===== src/rtl/uart_pkg.sv =====
// Shared encodings for the UART echo path: transform modes, TX FSM states
// and the default word width.
package uart_pkg;

    localparam int DEFAULT_DATA_W = 8;

    typedef enum logic [1:0] {
        MODE_PASS = 2'd0,
        MODE_INV  = 2'd1,
        MODE_INC  = 2'd2,
        MODE_REV  = 2'd3
    } mode_e;

    typedef enum logic [1:0] {
        ST_IDLE      = 2'd0,
        ST_WAIT_DONE = 2'd1,
        ST_GAP       = 2'd2,
        ST_CSUM      = 2'd3
    } tx_state_e;

endpackage


===== src/rtl/sync_fifo.sv =====
// Single-clock FIFO with a combinational head word, registered occupancy and
// simultaneous push/pop (including push while full when a pop frees the slot).
module sync_fifo
    import uart_pkg::*;
#(
    parameter int DATA_W = DEFAULT_DATA_W,
    parameter int DEPTH  = 16
) (
    input  logic                     clk_i,
    input  logic                     reset_i,
    input  logic                     push_i,
    input  logic                     pop_i,
    input  logic [DATA_W-1:0]        wdata_i,
    output logic [DATA_W-1:0]        rdata_o,
    output logic                     full_o,
    output logic                     empty_o,
    output logic [$clog2(DEPTH):0]   count_o
);

    localparam int AW = $clog2(DEPTH);
    localparam logic [AW-1:0] PTR_ONE  = AW'(1);
    localparam logic [AW-1:0] PTR_ZERO = AW'(0);
    localparam logic [AW:0]   CNT_ONE  = (AW+1)'(1);
    localparam logic [AW:0]   CNT_ZERO = (AW+1)'(0);
    localparam logic [AW:0]   CNT_FULL = (AW+1)'(DEPTH);

    logic [DATA_W-1:0] mem_q [DEPTH];
    logic [AW-1:0]     wr_ptr_q, wr_ptr_d;
    logic [AW-1:0]     rd_ptr_q, rd_ptr_d;
    logic [AW:0]       count_q, count_d;
    logic              push_ok_s, pop_ok_s;

    assign full_o  = (count_q == CNT_FULL);
    assign empty_o = (count_q == CNT_ZERO);
    assign count_o = count_q;
    assign rdata_o = mem_q[rd_ptr_q];

    // Pointer and occupancy next-state; pointers wrap naturally at DEPTH.
    always_comb begin
        pop_ok_s  = pop_i && !empty_o;
        push_ok_s = push_i && (!full_o || pop_ok_s);
        wr_ptr_d  = wr_ptr_q;
        rd_ptr_d  = rd_ptr_q;
        count_d   = count_q;
        if (push_ok_s) begin
            wr_ptr_d = wr_ptr_q + PTR_ONE;
        end else begin
            wr_ptr_d = wr_ptr_q;
        end
        if (pop_ok_s) begin
            rd_ptr_d = rd_ptr_q + PTR_ONE;
        end else begin
            rd_ptr_d = rd_ptr_q;
        end
        case ({push_ok_s, pop_ok_s})
            2'b10:   count_d = count_q + CNT_ONE;
            2'b01:   count_d = count_q - CNT_ONE;
            default: count_d = count_q;
        endcase
    end

    // Control state registers.
    always_ff @(posedge clk_i) begin
        if (reset_i) begin
            wr_ptr_q <= PTR_ZERO;
            rd_ptr_q <= PTR_ZERO;
            count_q  <= CNT_ZERO;
        end else begin
            wr_ptr_q <= wr_ptr_d;
            rd_ptr_q <= rd_ptr_d;
            count_q  <= count_d;
        end
    end

    // Storage array; contents need no reset because occupancy gates reads.
    always_ff @(posedge clk_i) begin
        if (push_ok_s) begin
            mem_q[wr_ptr_q] <= wdata_i;
        end
    end

endmodule


===== src/rtl/uart_echo_fifo.sv =====
// Buffered UART echo: transforms received words, queues them and re-sends them
// through the TX handshake. Define ECHO_CSUM_EN to append an XOR checksum word after TERM_CHAR.
module uart_echo_fifo
    import uart_pkg::*;
#(
    parameter int DATA_W     = DEFAULT_DATA_W,
    parameter int DEPTH      = 16,
    parameter int GAP_CYCLES = 0,
    parameter int CNT_W      = 16
`ifdef ECHO_CSUM_EN
    ,
    parameter logic [DATA_W-1:0] TERM_CHAR = DATA_W'(8'h0A)
`endif
) (
    input  logic                    MAX10_CLK1_50,
    input  logic                    reset,
    input  logic                    Rx_valid,
    input  logic [DATA_W-1:0]       rx_data,
    input  logic [1:0]              mode,
    input  logic                    o_Tx_Active,
    input  logic                    o_Tx_Done,
    output logic                    iTx_DV,
    output logic [DATA_W-1:0]       i_Tx_Byte,
    output logic [$clog2(DEPTH):0]  fifo_count,
    output logic                    overflow,
    output logic [CNT_W-1:0]        rx_cnt,
    output logic [CNT_W-1:0]        tx_cnt
);

    // The IDLE launch-decision cycle is itself the final idle clock, so GAP
    // holds for GAP_CYCLES-1 clocks (at least one).
    localparam int GAP_W = (GAP_CYCLES > 1) ? $clog2(GAP_CYCLES) : 1;
    localparam logic [GAP_W-1:0]  GAP_LAST  = GAP_W'((GAP_CYCLES > 1) ? (GAP_CYCLES - 2) : 0);
    localparam logic [GAP_W-1:0]  GAP_ONE   = GAP_W'(1);
    localparam logic [GAP_W-1:0]  GAP_ZERO  = GAP_W'(0);
    localparam logic [CNT_W-1:0]  CNT_ONE   = CNT_W'(1);
    localparam logic [CNT_W-1:0]  CNT_ZERO  = CNT_W'(0);
    localparam logic [DATA_W-1:0] DATA_ONE  = DATA_W'(1);
    localparam logic [DATA_W-1:0] DATA_ZERO = DATA_W'(0);

    function automatic logic [DATA_W-1:0] xform(input logic [1:0] m, input logic [DATA_W-1:0] d);
        logic [DATA_W-1:0] r;
        r = d;
        case (mode_e'(m))
            MODE_PASS: r = d;
            MODE_INV:  r = ~d;
            MODE_INC:  r = d + DATA_ONE;
            MODE_REV: begin
                for (int i = 0; i < DATA_W; i++) begin
                    r[i] = d[DATA_W-1-i];
                end
            end
            default:   r = d;
        endcase
        return r;
    endfunction

    tx_state_e         state_q, state_d;
    logic              dv_q, dv_d;
    logic [DATA_W-1:0] byte_q, byte_d;
    logic              overflow_q, overflow_d;
    logic [CNT_W-1:0]  rx_cnt_q, rx_cnt_d;
    logic [CNT_W-1:0]  tx_cnt_q, tx_cnt_d;
    logic [GAP_W-1:0]  gap_q, gap_d;
    logic              fifo_push_s, fifo_pop_s, fifo_full_s, fifo_empty_s;
    logic [DATA_W-1:0] head_s, xform_s;
`ifdef ECHO_CSUM_EN
    logic [DATA_W-1:0] acc_q, acc_d;
    logic              csum_flight_q, csum_flight_d;
`endif

    assign xform_s = xform(mode, rx_data);

    sync_fifo #(
        .DATA_W (DATA_W),
        .DEPTH  (DEPTH)
    ) u_fifo (
        .clk_i   (MAX10_CLK1_50),
        .reset_i (reset),
        .push_i  (fifo_push_s),
        .pop_i   (fifo_pop_s),
        .wdata_i (xform_s),
        .rdata_o (head_s),
        .full_o  (fifo_full_s),
        .empty_o (fifo_empty_s),
        .count_o (fifo_count)
    );

    // Receive side: accept when space exists or a pop frees a slot this cycle.
    always_comb begin
        fifo_push_s = Rx_valid && (!fifo_full_s || fifo_pop_s);
        rx_cnt_d    = rx_cnt_q;
        overflow_d  = overflow_q;
        if (fifo_push_s) begin
            rx_cnt_d = rx_cnt_q + CNT_ONE;
        end else begin
            rx_cnt_d = rx_cnt_q;
        end
        if (Rx_valid && !fifo_push_s) begin
            overflow_d = 1'b1;
        end else begin
            overflow_d = overflow_q;
        end
    end

    // TX FSM next-state and registered-output intent.
    always_comb begin
        state_d    = state_q;
        dv_d       = 1'b0;
        byte_d     = byte_q;
        tx_cnt_d   = tx_cnt_q;
        gap_d      = gap_q;
        fifo_pop_s = 1'b0;
`ifdef ECHO_CSUM_EN
        acc_d         = acc_q;
        csum_flight_d = csum_flight_q;
`endif
        case (state_q)
            ST_IDLE: begin
                if (!fifo_empty_s && !o_Tx_Active) begin
                    fifo_pop_s = 1'b1;
                    dv_d       = 1'b1;
                    byte_d     = head_s;
                    state_d    = ST_WAIT_DONE;
`ifdef ECHO_CSUM_EN
                    acc_d         = acc_q ^ head_s;
                    csum_flight_d = 1'b0;
`endif
                end else begin
                    state_d = ST_IDLE;
                end
            end
            ST_WAIT_DONE: begin
                if (o_Tx_Done) begin
                    tx_cnt_d = tx_cnt_q + CNT_ONE;
                    gap_d    = GAP_ZERO;
`ifdef ECHO_CSUM_EN
                    if (!csum_flight_q && (byte_q == TERM_CHAR)) begin
                        state_d = ST_CSUM;
                    end else if (GAP_CYCLES > 0) begin
                        state_d = ST_GAP;
                    end else begin
                        state_d = ST_IDLE;
                    end
`else
                    if (GAP_CYCLES > 0) begin
                        state_d = ST_GAP;
                    end else begin
                        state_d = ST_IDLE;
                    end
`endif
                end else begin
                    state_d = ST_WAIT_DONE;
                end
            end
            ST_GAP: begin
                if (gap_q == GAP_LAST) begin
                    gap_d   = GAP_ZERO;
                    state_d = ST_IDLE;
                end else begin
                    gap_d   = gap_q + GAP_ONE;
                    state_d = ST_GAP;
                end
            end
`ifdef ECHO_CSUM_EN
            ST_CSUM: begin
                if (!o_Tx_Active) begin
                    dv_d          = 1'b1;
                    byte_d        = acc_q;
                    acc_d         = DATA_ZERO;
                    csum_flight_d = 1'b1;
                    state_d       = ST_WAIT_DONE;
                end else begin
                    state_d = ST_CSUM;
                end
            end
`endif
            default: begin
                state_d = ST_IDLE;
            end
        endcase
    end

    // State and output registers.
    always_ff @(posedge MAX10_CLK1_50) begin
        if (reset) begin
            state_q    <= ST_IDLE;
            dv_q       <= 1'b0;
            byte_q     <= DATA_ZERO;
            overflow_q <= 1'b0;
            rx_cnt_q   <= CNT_ZERO;
            tx_cnt_q   <= CNT_ZERO;
            gap_q      <= GAP_ZERO;
`ifdef ECHO_CSUM_EN
            acc_q         <= DATA_ZERO;
            csum_flight_q <= 1'b0;
`endif
        end else begin
            state_q    <= state_d;
            dv_q       <= dv_d;
            byte_q     <= byte_d;
            overflow_q <= overflow_d;
            rx_cnt_q   <= rx_cnt_d;
            tx_cnt_q   <= tx_cnt_d;
            gap_q      <= gap_d;
`ifdef ECHO_CSUM_EN
            acc_q         <= acc_d;
            csum_flight_q <= csum_flight_d;
`endif
        end
    end

    assign iTx_DV    = dv_q;
    assign i_Tx_Byte = byte_q;
    assign overflow  = overflow_q;
    assign rx_cnt    = rx_cnt_q;
    assign tx_cnt    = tx_cnt_q;

endmodule


===== config.mk =====
export PLATFORM = sky130hd
export DESIGN_NAME = uart_echo_fifo
export DESIGN_NICKNAME = d
export VERILOG_FILES = /design/src/rtl/uart_pkg.sv /design/src/rtl/sync_fifo.sv /design/src/rtl/uart_echo_fifo.sv
export SDC_FILE = /design/constraint.sdc
export NUM_CORES = 1
export LEC_CHECK = 0
export CAP_MARGIN = 10
export CORE_UTILIZATION = 40
export DETAILED_ROUTE_END_ITERATION = 16
export HOLD_SLACK_MARGIN = 0.15
export PLACE_DENSITY = 0.69
export SYNTH_ARGS = -nofsm -noshare
export SYNTH_HDL_FRONTEND = slang
export SYNTH_SLANG_ARGS = --single-unit

===== constraint.sdc =====
create_clock -name MAX10_CLK1_50 -period 6.5 [get_ports MAX10_CLK1_50]
set_input_delay 1.95 -clock MAX10_CLK1_50 [delete_from_list [all_inputs] [get_ports MAX10_CLK1_50]]
set_output_delay 1.95 -clock MAX10_CLK1_50 [all_outputs]
set_load 0.005 [all_outputs]

==> results.sh, run 1 <==
export IMPL_use_met3_pct=4.795
export IMPL_drv_cap=0
export IMPL_cts_sinks=184
export IMPL_vias_per_cell=5.389
export IMPL_start_util_pct=40.80
export IMPL_cts_setup_buffers=0
export IMPL_drive_gt1_share_pct=11.88
export IMPL_worstSetupStartpointType="input pin"
export IMPL_use_met2_pct=29.05
export IMPL_gr_usage_met1_pct=20.77
export IMPL_min_period_ps=4568
export IMPL_cp_max_fo=9
export IMPL_cts_hold_buffers_added=0
export IMPL_cts_made_buffers=17
export IMPL_hold_violations=0
export IMPL_min_path_type="reg -> reg"
export IMPL_pre_cts_slack_ps=1503
export IMPL_fin_ws_ps=1932
export IMPL_core_area_sq_um=19400
export IMPL_syn_inst=594
export IMPL_worst_ep_arrival_time_ps=4880
export IMPL_worst_hold_slack_ps=488.7
export IMPL_syn_nets=620
export IMPL_vdd_drop_max_uv=174.3
export IMPL_clock_power_share_pct=33.9
export IMPL_power_internal_mw=2.179
export IMPL_critPathCaptureType="register"
export IMPL_grt_ovfl_total=0
export IMPL_drt_total_wl_microns=16230
export IMPL_skew_ps=7.272
export IMPL_grt_pass1_vias=4943
export IMPL_io_pins=62
export IMPL_p_per_area_nw_per_um2=322.5
export IMPL_yosysSeqAreaShare_pct=62.74
export IMPL_clk_latency_ps=430
export IMPL_syn_cell_area_sq_um=7914
export IMPL_cts_root_buf="clkbuf_16"
export IMPL_hp_start="overflow$_SDFFE_PP0P_"
export IMPL_slew_headroom_pct=24.45
export IMPL_die_w_microns=142.7
export IMPL_synth_edf_count=128
export IMPL_ys_async_sr_fraction_pct=0
export IMPL_p_total_mw=3.017
export IMPL_cts_resized=0
export IMPL_p_comb_share_pct=19.5
export IMPL_worstSetupPathType="in -> reg"
export IMPL_synth_compound_area_share_pct=10.07
export IMPL_antenna_left=0
export IMPL_yosysWarnings=0
export IMPL_cts_tree="built"
export IMPL_grt_usage_pct=17.02
export IMPL_synth_seq_cells=184
export IMPL_p_seq_share_pct=46.6
export IMPL_dpl_cell_area_sq_um=8736
export IMPL_areaGrowthSynthToFinish_pct=18.20
export IMPL_synthDistinctLibCells=53
export IMPL_clk_pin_slew_ps=70
export IMPL_wl_per_cell_microns=17.45
export IMPL_grt_antenna_before_repair=0
export IMPL_syn_area_per_cell_sq_um=13.32
export IMPL_tns_ps=0
export IMPL_postLayoutCellArea_sq_um=9354
export IMPL_synthAdderAreaFrac_pct=1.739
export IMPL_diodes=0
export IMPL_hold_depth=2
export IMPL_htree_num_levels=4
export IMPL_tightest_slew_ps=1133
export IMPL_layout_nets=679
export IMPL_p_switching_uw=837.1
export IMPL_rr_worst_depth=10
export IMPL_grt_busiest_layer="met2"
export IMPL_synthXorXnorAreaFrac_pct=2.877
export IMPL_vias=5012
export IMPL_status="finished clean"
export IMPL_synth_flop_cell="edfxtp_1"
export IMPL_holdPathEnd="overflow$_SDFFE_PP0P_"
export IMPL_dieArea_sq_um=20350
export IMPL_rsz0062_at_grt="no"
export IMPL_leakagePower_nw=2.951
export IMPL_regToRegSetupSlack_ps=3290
export IMPL_reg2reg_from="u_fifo.count_o[1]$_SDFFE_PP0P_"
export IMPL_place_congestion=0.8737
export IMPL_core_rowCount=51
export IMPL_min_period_over_period_pct=70.27
export IMPL_drc_errors=0
export IMPL_cts_buffer_depth=2
export IMPL_required_ps=6810
export IMPL_hpwl_microns=11140
export IMPL_synth_top_family_by_area="simple AND/OR/NAND/NOR gates"
export IMPL_drtPass1Iterations=5
export IMPL_synthMuxAreaShare_pct=9.407
export IMPL_slew_viol_final=0
export IMPL_port_buffers=61
export IMPL_fmax_mhz=218.9
export IMPL_r2r_end="u_fifo.count_o[4]$_SDFFE_PP0P_"
export IMPL_drt_iter0_markers=316
export IMPL_grt_pass1_wl_microns=25970
export IMPL_sw_frac_of_total_pct=27.75
export IMPL_grt_max_degree=60
export IMPL_die_h_microns=142.7
export IMPL_yosys_area_share_simple_pct=10.55
export IMPL_setup_viol=0
==> power groups by stage <==
| stage | Clock (mW) | Combinational (mW) | Sequential [mW] |
|---|---|---|---|
| 6_report | 1.02 | 0.589 | 1.41 |
| 5_1_grt | 1.09 | 0.648 | 1.41 |
| 4_1_cts | 1.05 | 0.591 | 1.41 |
| 3_5_place_dp | 0 | 0.589 | 1.43 |
| 2_1_floorplan | 0 | 0.423 | 1.41 |
| 3_3_place_gp | 0 | 0.572 | 1.43 |
==> critical path, cell delays in order <==
cell and delay (ps):
clkdlybuf4s50_1 470, o21ai_4 340, o21a_1 410, clkinv_2 160
ha_1 320, xor2_1 180, ha_1 250, nor4_1 200
nand2_1 90, a31oi_1 150, mux2_2 350
==> routing by layer <==
metal  part of all wire, %  vias up
met5                     0        -
met4                   1.1        0
met3                   6.1       20
met2                    50      188
met1                    43     2425
li1                      -     2379
==> layout make-up <==
type                            count  area (sq um)
Fill cell                        1701         10040
Sequential cell                   184          4966
Multi-Input combinational cell    367          2741
Timing Repair Buffer               71         678.2
Clock buffer                       17         425.4
Tap cell                          265         331.6
Clock inverter                     14         165.2
Inverter                           12         46.29
==> logic make-up (layout without fill, tap and decap cells) <==
group,after synthesis,in the layout
flops,184,184
compound gates,107,107
mux,54,54
fa+ha+maj,11,11
xor+xnor,26,26
simple gates,169,169
buf+inv,43,114
==> how the worst max path moves through the flow <==
stage,to,cells after the start,slack [ps],from
final,u_fifo.count_o[4]$_SDFFE_PP0P_,11,1930,o_Tx_Active
after global routing,u_fifo.count_o[4]$_SDFFE_PP0P_,11,1740,o_Tx_Active
after floorplan,u_fifo.count_o[4]$_SDFFE_PP0P_,12,2330,Rx_valid
after CTS,u_fifo.count_o[4]$_SDFFE_PP0P_,11,1960,o_Tx_Active
after global placement,u_fifo.count_o[4]$_SDFFE_PP0P_,11,1590,o_Tx_Active
after detailed placement,u_fifo.count_o[4]$_SDFFE_PP0P_,11,1500,o_Tx_Active
==> placed cells by master (no fill, tap or decap), types with 5 or more instances in the layout <==
master,synthesis,final
edfxtp_1,128,128
clkdlybuf4s50_1,0,60
dfxtp_1,56,55
nor2_1,54,54
nand2_1,36,36
mux2i_1,35,35
a21oi_1,25,25
xor2_1,19,19
clkbuf_16,0,17
o21ai_0,16,16
nand3_1,16,16
mux4_2,16,16
o22ai_1,16,16
inv_1,11,11
ha_1,11,11
or3_1,10,10
buf_4,0,9
nand4_1,8,8
nor2b_1,8,8
o31ai_1,8,8
a211oi_1,8,8
a311oi_2,8,8
xnor2_1,7,7
or4_1,7,7
o211ai_1,6,6
and3_1,6,6
nor3_1,6,6
nand2b_1,5,5
inv_6,0,5
==> stage by stage <==
stage                     std cells  utilization [%]
after floorplan                 594                -
after global placement          895            45.03
after detailed placement        895            45.03
after CTS                       926            48.08
after global routing            930            48.22
final                           930            48.22
==> registers in the layout (all words and copies together) (netlist names) <==
name,cells
i_Tx_Byte,8
rx_cnt,16
u_fifo.count_o,5
overflow,1
tx_cnt,16
u_fifo.wr_ptr_q,4
u_fifo.mem_q,128
u_fifo.rd_ptr_q,4
iTx_DV,1
state_q,1
==> synth_stat cells, types with 2 or more instances <==
cell | count | share of area (%)
buf_6 | 5 | 0.71
nand3_1 | 16 | 1.0
nand2b_1 | 5 | 0.40
or3_1 | 10 | 0.79
and2_1 | 3 | 0.24
a21oi_2 | 2 | 0.22
a31oi_1 | 2 | 0.16
a21o_1 | 2 | 0.19
buf_1 | 7 | 0.33
edfxtp_1 | 128 | 49
o211ai_1 | 6 | 0.57
mux2i_1 | 35 | 4.4
nor2b_1 | 8 | 0.63
o22ai_1 | 16 | 1.3
o21ai_0 | 16 | 1.0
nor4_1 | 2 | 0.16
inv_1 | 11 | 0.52
clkbuf_1 | 13 | 0.62
a21oi_1 | 25 | 1.6
and4_1 | 4 | 0.44
a211oi_1 | 8 | 0.76
o2111ai_1 | 2 | 0.22
ha_1 | 11 | 1.7
and3_1 | 6 | 0.47
mux4_2 | 16 | 4.6
mux2_2 | 3 | 0.43
or4_1 | 7 | 0.66
o31ai_1 | 8 | 0.76
nor2_1 | 54 | 2.6
dfxtp_1 | 56 | 14
buf_2 | 6 | 0.38
xor2_1 | 19 | 2.1
o211ai_2 | 2 | 0.32
a311oi_2 | 8 | 1.5
nand4_1 | 8 | 0.63
xnor2_1 | 7 | 0.77
nor3_1 | 6 | 0.38
nand2_1 | 36 | 1.7
Power figures use the tool's default switching activity.
==> run 2, diff against run 1 <==
--- a/config.mk
+++ b/config.mk
@@ -9,7 +9,7 @@
 export CORE_UTILIZATION = 40
 export DETAILED_ROUTE_END_ITERATION = 16
 export HOLD_SLACK_MARGIN = 0.15
-export PLACE_DENSITY = 0.69
+export PLACE_DENSITY = 0.72
 export SYNTH_ARGS = -nofsm -noshare
 export SYNTH_HDL_FRONTEND = slang
 export SYNTH_SLANG_ARGS = --single-unit
==> constraint.sdc (replaced) <==
create_clock -name MAX10_CLK1_50 -period 4 [get_ports MAX10_CLK1_50]
set_input_delay 1.2 -clock MAX10_CLK1_50 [delete_from_list [all_inputs] [get_ports MAX10_CLK1_50]]
set_output_delay 1.2 -clock MAX10_CLK1_50 [all_outputs]
set_load 0.005 [all_outputs]
==> results.sh, run 2 (same netlist as run 1, synthesis figures left out) <==
export IMPL_status="finished clean"
export IMPL_core_area_sq_um=19400
export IMPL_skew_ps=13.38
export IMPL_leakagePower_nw=3.004
export IMPL_tns_ps=0
export IMPL_min_period_ps=3237
export IMPL_path_common_cell="ha_1"
export IMPL_cp_num_buf_inv=2
export IMPL_fmax_mhz=308.9
export IMPL_die_h_microns=142.7
export IMPL_cts_buffer_depth=2
export IMPL_worstSetupPathType="in -> reg"
export IMPL_min_path_type="reg -> reg"
export IMPL_grt_usage_pct=17.37
export IMPL_rsz0062_at_grt="no"
export IMPL_drt_iter0_markers=321
export IMPL_cts_resized=0
export IMPL_cp_top_family="compound AO/OA/AOI/OAI gates"
export IMPL_grt_pass1_vias=5053
export IMPL_worstSetupStartpointType="input pin"
export IMPL_antenna_left=0
export IMPL_slew_headroom_pct=23.63
export IMPL_core_rowCount=51
export IMPL_grt_antenna_before_repair=0
export IMPL_layout_commonest_cell="edfxtp_1"
export IMPL_slowest_stage="clkdlybuf4s50_1"
export IMPL_cts_tree="built"
export IMPL_clk_pin_slew_ps=60
export IMPL_port_buffers=61
export IMPL_pre_cts_slack_ps=349.0
export IMPL_vdd_drop_max_uv=304.9
export IMPL_vias_per_cell=5.428
export IMPL_dieArea_sq_um=20350
export IMPL_areaGrowthSynthToFinish_pct=18.99
export IMPL_path_cells="clkdlybuf4s50_1 > o21ai_4 > o21a_1 > clkinv_2 > ha_1 > xor2_1 > ha_1 > a21o_1 > nand3_1 > a31oi_1 > mux2_2"
export IMPL_worst_ep_arrival_time_ps=3560
export IMPL_cp_max_fo=4
export IMPL_htree_num_levels=4
export IMPL_drt_total_wl_microns=16590
export IMPL_start_util_pct=40.80
export IMPL_grt_ovfl_total=0
export IMPL_clk_latency_ps=440
export IMPL_grt_pass1_wl_microns=26580
export IMPL_hold_violations=0
export IMPL_drc_errors=0
export IMPL_wl_per_cell_microns=17.56
export IMPL_cts_hold_buffers_added=0
export IMPL_setup_viol=0
export IMPL_place_congestion=0.8553
export IMPL_fin_ws_ps=762.6
export IMPL_mostFrequentLayoutCells="edfxtp_1, clkdlybuf4s50_1, dfxtp_1"
export IMPL_layout_nets=694
export IMPL_drv_cap=0
export IMPL_dp_cells=914
export IMPL_vias=5129
export IMPL_cts_sinks=184
export IMPL_stdcell_count=945
export IMPL_critPathCaptureType="register"
export IMPL_diodes=0
export IMPL_drtPass1Iterations=4
export IMPL_slew_viol_final=0
export IMPL_top_register="u_fifo.mem_q"
export IMPL_cts_setup_buffers=0
export IMPL_largest_register_ffs=128
export IMPL_cts_made_buffers=17
export IMPL_cts_root_buf="clkbuf_16"
export IMPL_required_ps=4320
export IMPL_die_w_microns=142.7
export IMPL_min_period_over_period_pct=80.94
export IMPL_grt_max_degree=51
export IMPL_hpwl_microns=11200
export IMPL_slowest_delay_ps=480
export IMPL_tightest_slew_ps=1146
export IMPL_final_util_pct=48.54
export IMPL_p_total_mw=4.825
export IMPL_p_per_area_nw_per_um2=512.4
export IMPL_drive_gt1_share_pct=13.82
export IMPL_io_pins=62
-- run 2: where the power goes --
group	switching (mW)	total, mW	leakage (nW)	internal [mW]
logic	0.505	0.961	1.13	0.455
clock network	0.756	1.56	0.263	0.808
registers	0.126	2.30	1.61	2.17
total	1.39	4.82	3.00	3.44
-- run 2: routing by layer --
metal  track usage (%)  vias to the layer above  wire length [microns]
met4             5.942                        0                    212
li1                  -                     2415                      -
met1             21.89                     2518                   7002
met5                 0                        -                      0
met2             29.70                      177                   8373
met3             3.555                       19                   1006
-- run 2: worst min-delay path, cell delays in order, from the launching register on --
cell and delay (ps):
dfxtp_1 330, a21oi_1 50, nor2_1 70
-- run 2: through the flow --
step                cell area, sq um  hold slack [ps]
finish                          9417            483.9
global route                    9417            517.1
CTS                             9417            489.0
detailed placement              8879            470.9
global placement                8879            451.1
floorplan                       7914            460.4
-- run 2: area by class of cell --
type                       count  area, sq um
fill                        1725         9982
clock buffer                  17        425.4
tap                          265        331.6
inverter                      12        46.29
sequential                   184         4966
multi-input combinational    367         2741
clock inverter                14        112.6
timing repair buffer          86        793.3
-- run 2: worst paths after layout --
check	start	to	slack (ps)	depth (start not counted)
max	o_Tx_Active	u_fifo.count_o[4]$_SDFFE_PP0P_	760	11
min	overflow$_SDFFE_PP0P_	overflow$_SDFFE_PP0P_	480	2
max reg2reg	u_fifo.count_o[1]$_SDFFE_PP0P_	u_fifo.count_o[4]$_SDFFE_PP0P_	1080	10
min reg2reg	overflow$_SDFFE_PP0P_	overflow$_SDFFE_PP0P_	480	2
==> run 3, diff against run 2 <==
==> constraint.sdc (replaced) <==
create_clock -name MAX10_CLK1_50 -period 2.95 [get_ports MAX10_CLK1_50]
set_input_delay 0.885 -clock MAX10_CLK1_50 [delete_from_list [all_inputs] [get_ports MAX10_CLK1_50]]
set_output_delay 0.885 -clock MAX10_CLK1_50 [all_outputs]
set_load 0.005 [all_outputs]
==> results.sh, run 3 (same netlist as run 1, synthesis figures left out) <==
export IMPL_drtPass1Iterations=5
export IMPL_grt_antenna_before_repair=0
export IMPL_dieArea_sq_um=20350
export IMPL_critPathCaptureType="register"
export IMPL_port_buffers=61
export IMPL_wl_per_cell_microns=17.38
export IMPL_cts_hold_buffers_added=0
export IMPL_hold_violations=0
export IMPL_grt_ovfl_total=0
export IMPL_clk_pin_slew_ps=60
export IMPL_cp_max_fo=4
export IMPL_cts_tree="built"
export IMPL_die_h_microns=142.7
export IMPL_min_path_type="reg -> reg"
export IMPL_min_period_ps=2859
export IMPL_status="finished clean"
export IMPL_drc_errors=0
export IMPL_worstSetupStartpointType="input pin"
export IMPL_place_congestion=0.8831
export IMPL_min_period_over_period_pct=96.92
export IMPL_largest_register_ffs=128
export IMPL_skew_ps=7.180
export IMPL_antenna_left=0
export IMPL_mostFrequentLayoutCells="edfxtp_1, clkdlybuf4s50_1, dfxtp_1"
export IMPL_cts_made_buffers=17
export IMPL_slowest_delay_ps=480
export IMPL_tightest_slew_ps=700.3
export IMPL_worstSetupPathType="in -> reg"
export IMPL_fmax_mhz=349.8
export IMPL_top_register="u_fifo.mem_q"
export IMPL_cts_buffer_depth=2
export IMPL_stdcell_count=964
export IMPL_leakagePower_nw=3.098
export IMPL_cts_sinks=184
export IMPL_path_cells="clkdlybuf4s50_1 > o21ai_4 > o21a_1 > clkinv_2 > ha_1 > xor2_1 > ha_2 > nor4_2 > nand2_1 > a31oi_1 > mux2_2"
export IMPL_drive_gt1_share_pct=15.88
export IMPL_core_rowCount=51
export IMPL_vias=5179
export IMPL_p_per_area_nw_per_um2=692.6
export IMPL_grt_usage_pct=17.33
export IMPL_slowest_stage="clkdlybuf4s50_1"
export IMPL_dpl_cell_area_sq_um=9039
export IMPL_nFillCells=1680
export IMPL_vias_per_cell=5.372
export IMPL_required_ps=3260
export IMPL_hpwl_microns=11510
export IMPL_p_total_mw=6.639
export IMPL_vdd_drop_max_uv=391.1
export IMPL_io_pins=62
export IMPL_layout_commonest_cell="edfxtp_1"
export IMPL_cts_root_buf="clkbuf_16"
export IMPL_drv_cap=0
export IMPL_core_area_sq_um=19400
export IMPL_clk_latency_ps=420
export IMPL_postLayoutCellArea_sq_um=9587
export IMPL_htree_num_levels=4
export IMPL_grt_pass1_wl_microns=26300
export IMPL_slew_headroom_pct=53.31
export IMPL_areaGrowthSynthToFinish_pct=21.14
export IMPL_drt_iter0_markers=275
export IMPL_grt_max_degree=51
export IMPL_dp_cells=932
export IMPL_grt_pass1_vias=5176
export IMPL_tns_ps=0
export IMPL_rsz0062_at_grt="no"
export IMPL_die_w_microns=142.7
export IMPL_diodes=0
export IMPL_start_util_pct=40.80
export IMPL_layout_nets=712
export IMPL_slew_viol_final=0
export IMPL_drt_total_wl_microns=16760
export IMPL_worst_ep_arrival_time_ps=3170
export IMPL_final_util_pct=49.42
export IMPL_cts_setup_buffers=0
export IMPL_setup_viol=0
run 3: changes by cell type in the layout (fill, tap and decap cells not counted), moves of 2 or more:
| cell | previous run | this run |
|---|---|---|
| buf_12 | 0 | 2 |
| buf_4 | 25 | 41 |
| clkbuf_1 | 0 | 2 |
| clkinv_1 | 1 | 3 |
| clkinv_4 | 1 | 3 |
| inv_6 | 6 | 1 |
| inv_8 | 2 | 0 |
run 3: repair_timing:
action                                  in CTS  in global routing
hold endpoints to repair                     0                  0
resized for setup                            0                  2
endpoints found under the setup margin       0                  1
run 3: critical path, delay by kind of cell:
family,cells,cell delay (ps)
fa+ha+maj,2,430
buf+inv,2,550
compound gates,3,550
xor+xnor,1,160
simple gates,2,240
mux,1,350
run 3: per-stage QoR:
stage	hold WS (ps)	setup WS (ps)
floorplan	460.4	-44.60
global placement	449.3	-271.0
detailed placement	456.8	-359.0
CTS	473.5	75.57
global route	517.1	2.419
finish	466.3	90.97
run 3: path summary, 6_finish.rpt:
| kind | startpoint | to | slack [ps] | cells past startpoint |
|---|---|---|---|---|
| max | o_Tx_Active | u_fifo.count_o[4]$_SDFFE_PP0P_ | 90 | 11 |
| min reg2reg | overflow$_SDFFE_PP0P_ | overflow$_SDFFE_PP0P_ | 470 | 2 |
| max reg2reg | u_fifo.count_o[2]$_SDFFE_PP0P_ | u_fifo.count_o[4]$_SDFFE_PP0P_ | 270 | 10 |
| min | overflow$_SDFFE_PP0P_ | overflow$_SDFFE_PP0P_ | 470 | 2 |
run 3: report_power, final:
group	internal, mW	switching, mW	total, mW
clock network	1.15	0.922	2.08
registers	2.95	0.134	3.08
logic	0.702	0.778	1.48
run 3: per-layer routing:
metal | GRT usage, % | part of all wire, % | up-vias | wire, microns
met1 | 20.49 | 42 | 2546 | 7058
met4 | 6.225 | 1.8 | 0 | 298
li1 | - | - | 2442 | -
met3 | 4.494 | 5.2 | 25 | 875
met2 | 30.34 | 51 | 166 | 8522
met5 | 0 | 0 | - | 0
run 3: final cells by class:
class,instances,area (sq um),area share [%]
clock inverter,13,106.4,1.109
sequential,184,4966,51.80
tap,265,331.6,3.459
timing repair buffer,104,953.4,9.945
clock buffer,19,432.9,4.516
inverter,12,46.29,0.4829
multi-input combinational,367,2750,28.69
